## config.mk

```make
export PLATFORM = sky130hd
export DESIGN_NAME = serial_detector_controller
export DESIGN_NICKNAME = d
export VERILOG_FILES = /design/src/rtl/serial_detector_controller.sv
export SDC_FILE = /design/constraint.sdc
export NUM_CORES = 1
export LEC_CHECK = 0
export CAP_MARGIN = 25
export CORE_AREA = 5 5 59 61
export DETAILED_ROUTE_END_ITERATION = 10
export DIE_AREA = 0 0 64 66
export GPL_TIMING_DRIVEN = 0
export MAX_ROUTING_LAYER = met4
export PLACE_DENSITY = 0.72
export SLEW_MARGIN = 20
export SYNTH_ARGS = -nofsm -noshare
export SYNTH_HDL_FRONTEND = slang
export SYNTH_SLANG_ARGS = --single-unit
```

## constraint.sdc

```tcl
create_clock -name clk -period 1.7 [get_ports clk]
set_input_delay 0.17 -clock clk [delete_from_list [all_inputs] [get_ports clk]]
set_output_delay 0.17 -clock clk [all_outputs]
set_load 0.02 [all_outputs]
```

## src/rtl/serial_detector_controller.sv

```systemverilog
// serial_detector_controller: serialises words MSB-first into an external Moore detector and counts its hits per word
//   clk, rst_n (async, active-low)
//   in_valid/in_ready/in_data/in_restart : upstream word handshake, restart clears the detector first
//   det_j/det_en/det_clr/det_w           : detector drive (bit, advance, clear) and its Moore output
//   out_valid/out_ready/out_count/out_hit: per-word result handshake
module serial_detector_controller #(
  parameter int WIDTH = 8,
  localparam int CW = $clog2(WIDTH + 1)
) (
  input  logic             clk,
  input  logic             rst_n,
  input  logic             in_valid,
  output logic             in_ready,
  input  logic [WIDTH-1:0] in_data,
  input  logic             in_restart,
  output logic             det_j,
  output logic             det_en,
  output logic             det_clr,
  input  logic             det_w,
  output logic             out_valid,
  input  logic             out_ready,
  output logic [CW-1:0]    out_count,
  output logic             out_hit
);
  typedef enum logic [2:0] {IDLE, CLR, SHIFT, DRAIN, DONE} state_t;
  state_t state;
  logic [WIDTH-1:0] sr;
  logic [CW-1:0] bit_cnt;
  logic [CW-1:0] det_cnt;
  logic en_d;
  assign det_j = sr[WIDTH-1] & det_en;
  // the running count is only exposed while a result is being offered
  assign out_count = out_valid ? det_cnt : '0;
  assign out_hit = out_valid & (|det_cnt);
  always_ff @(posedge clk or negedge rst_n)
    if (!rst_n) begin
      state <= IDLE;
      sr <= '0;
      bit_cnt <= '0;
      det_cnt <= '0;
      en_d <= 1'b0;
      in_ready <= 1'b1;
      det_en <= 1'b0;
      det_clr <= 1'b0;
      out_valid <= 1'b0;
    end else begin
      // det_w answers the bit enabled one cycle earlier, so qualify it with the delayed enable
      en_d <= det_en;
      if (en_d && det_w && det_cnt != CW'(WIDTH)) det_cnt <= det_cnt + 1'b1;
      case (state)
        IDLE: if (in_valid) begin
          sr <= in_data;
          bit_cnt <= '0;
          det_cnt <= '0;
          in_ready <= 1'b0;
          det_clr <= in_restart;
          det_en <= !in_restart;
          state <= in_restart ? CLR : SHIFT;
        end
        CLR: begin
          det_clr <= 1'b0;
          det_en <= 1'b1;
          state <= SHIFT;
        end
        SHIFT: begin
          sr <= {sr[WIDTH-2:0], 1'b0};
          bit_cnt <= bit_cnt + 1'b1;
          if (bit_cnt == CW'(WIDTH - 1)) begin
            det_en <= 1'b0;
            state <= DRAIN;
          end
        end
        DRAIN: begin
          out_valid <= 1'b1;
          state <= DONE;
        end
        DONE: if (out_ready) begin
          out_valid <= 1'b0;
          in_ready <= 1'b1;
          state <= IDLE;
        end
        default: state <= IDLE;
      endcase
    end
endmodule

```

==> impl_metrics.ini <==
[run_status]
outcome = finished, final reports clean

[critical_path]
r2r_setup_slack_ns = 0.03
cp_cell_sequence = buf_4 -> or3b_4 -> o211ai_2 -> mux2_2
reg2reg_depth = 4
critPathMaxFanout = 10
max_stage_delay_ns = 0.43
r2r_start = state[2]
cp.required_ns = 1.90
reg2reg_to = det_en
critPathKind = reg2reg
cp_data_arrival_time_ns = 1.87
startpoint_type = flip-flop
slowest_stage = dfrtp_1
end_kind = flip-flop

[logic_synthesis]
ys_ff_latch = 24
synth_cell_types = 35
yosys.area.top_type = dfrtp_1
synth_ff_type = dfrtp_1
netlist_area_mm2 = 0.00127
synth_top_area_share_pct = 45.4
syn_inst = 120
yosysSeqAreaShare_pct = 47.5
syn_nets = 137
avgSynthCellArea_um2 = 10.6
yosys_warnings = 0
synth_edf_count = 0
synthArstFlopShare_pct = 100
synth_area_leaders = dfrtp_1 (45%), mux2i_1 (7.9%), o21ai_0 (3.6%)

[timing]
tightest_slew_ns = 0.618
report.final.slew_viol_count = 0
setup_viol = 0
fmax_ghz = 0.598
min_period_ns = 1.67
finClkSkew_ns = 0.00758
period_share_pct = 98.3
hold_viol = 0
holdWs_ns = 0.227
slew-limit-headroom_pct = 58.7

[routing]
firstDrtPassIters = 4
wl_um = 2410
wl_per_cell_um = 13.0
ant_nets = 0
vias = 967
drt_iter0_drc = 29
vias_per_cell = 5.20
remaining_drc_errors = 0

[place]
port_buffers = 23
post-dp-hpwl_um = 1810
routabilityCongestion = 0.871

[cells_and_area]
post-route-util_pct = 56.3
antenna_cells = 0
multi_input_area_um2 = 618
drive_gt1_share_pct = 20.3
nFillCells = 252
area_delta_synth_final_pct = 30.0
seq_area_um2 = 604
nets = 171

[die]
dieArea_mm2 = 0.00422
num_io_pins = 24
num_rows = 20
fp.coreArea_mm2 = 0.00293
die_y_um = 66
initial_core_util_pct = 43.3
die_x_um = 64

[pwr]
switchingPower_uw = 1060
p_int_uw = 1710
power_uw = 2770
leakage_uw = 0.000801
p_sw_share_pct = 38.3
p_per_area_mw_per_mm2 = 1680
power_frac_clock_pct = 10.7
power_frac_seq_pct = 35.8
peakVddDrop_v = 0.000834
power.share.combinational_pct = 53.5

[clock_network]
cts.sink_count = 24
cts_buffer_depth = 2
cts.clk_slew.worst_paths_ns = 0.13
cts_made_buffers = 3
cts_root_buffer = clkbuf_4
cts_tree = built
cts_hold_buf = 0
htree_num_levels = 1
clk_latency_ns = 0.31

[min_path]
hp-class = in2async

[global_routing]
grt_max_degree = 14
grt_usage_pct = 12.5
grt_pass1_vias = 1010
grt_overflow_total = 0
grt_pass1_wl_um = 4180
antenna_found_initial = 0

[flow_run]
drv_cap = 0
## what timing repair did
item,CTS,global route
pin swaps,1,1
gates resized for setup,4,11
buffers inserted,4,1
endpoints found under the setup margin,9,15
## cells in the final DEF (no fill, tap or decap), types with 2 or more instances in the layout
cell type and instances:
clkdlybuf4s50_1 18, clkbuf_4 3, a22o_1 3, buf_4 6, nand3_1 2, and3b_1 2
and2_1 6, nor2_1 5, o21ai_1 3, nand2b_1 2, dfrtp_1 21, a21o_1 2
mux2_2 4, o21ai_0 9, buf_6 2, nand3b_1 2, buf_2 4, a21oi_1 6
dfrtp_2 2, mux2i_1 10, ha_1 2, nand2_1 11, dlymetal6s2s_1 4, inv_1 4
## synthesized netlist by cell type (2+ instances only)
cell,count
o21ai_1,3
nand2_1,11
dfrtp_1,23
a22o_1,3
mux2i_1,10
o21ai_0,9
mux2_2,4
inv_1,4
and2_1,6
buf_6,2
nor2_1,5
a21o_1,2
nand2b_1,2
ha_1,3
nand3_1,2
and3b_1,2
nor3b_1,2
buf_2,4
nand3b_1,2
a21oi_1,6
## metal layers
metal | wire, um | global-route usage (%) | vias up
met1 | 1120 | 14.9 | 457
met5 | 0 | - | -
met4 | 18 | 5.71 | 0
met2 | 1180 | 20.6 | 16
li1 | - | - | 492
met3 | 89 | 2.04 | 2
## critical path, delay by kind of cell (launching register included)
family / cells / cell delay, ns
buffers and inverters: 1 / 0.18
muxes: 1 / 0.35
AOI/OAI and AO/OA: 1 / 0.18
DFF: 1 / 0.43
and+or+nand+nor: 1 / 0.42
## cell type report
type	instances	area share, %
plain buffers	6	2.73
clock buffers	4	2.20
inverters	4	0.911
multi-input cells	86	37.5
flip-flops and latches	24	36.7
well taps	33	2.51
repair buffers	29	17.5
## power groups by stage
stage	registers (uW)	clock network [uW]	logic, uW
floorplan	1030	0	967
global placement	1000	0	1350
detailed placement	1020	0	1400
CTS	998	307	1480
global route	1030	326	1650
finish	992	296	1480
## worst max path at each step
stage	slack, ns	cells past startpoint	to	start
after floorplan	0.08	4	det_en	state[2]
after global placement	-0.23	5	det_cnt[3]	in_valid
after detailed placement	-0.25	5	det_cnt[3]	in_valid
after CTS	0.0004	4	det_en	state[2]
after global routing	-0.003	4	det_en	state[2]
final	0.03	4	det_en	state[2]
## registers in the layout (all words and copies together), names as in the netlist
register / cells
out_valid: 1
in_ready: 1
sr: 8
det_clr: 1
state: 3
en_d: 1
bit_cnt: 4
det_cnt: 4
det_en: 1
## logic make-up (layout without fill, tap and decap cells)
kind of cell / count (synthesis) / in the layout / synth area share [%]
simple gates: 40 / 40 / 19.0
compound gates: 29 / 29 / 14.6
flops: 24 / 24 / 47.5
mux: 14 / 14 / 11.5
buf+inv: 10 / 43 / 4.54
fa+ha+maj: 3 / 3 / 2.96
## metrics by stage
| step | TNS [ns] | cells | instance area, um2 | worst slack, ns |
|---|---|---|---|---|
| floorplan | 0 | 120 | 1270 | 0.0776 |
| global placement | -1.46 | 176 | 1540 | -0.226 |
| detailed placement | -1.69 | 177 | 1550 | -0.249 |
| CTS | 0 | 185 | 1620 | 0.000356 |
| global route | -0.00304 | 186 | 1650 | -0.00304 |
| finish | 0 | 186 | 1650 | 0.0290 |
Note: power is estimated with default switching activity, not from simulation.
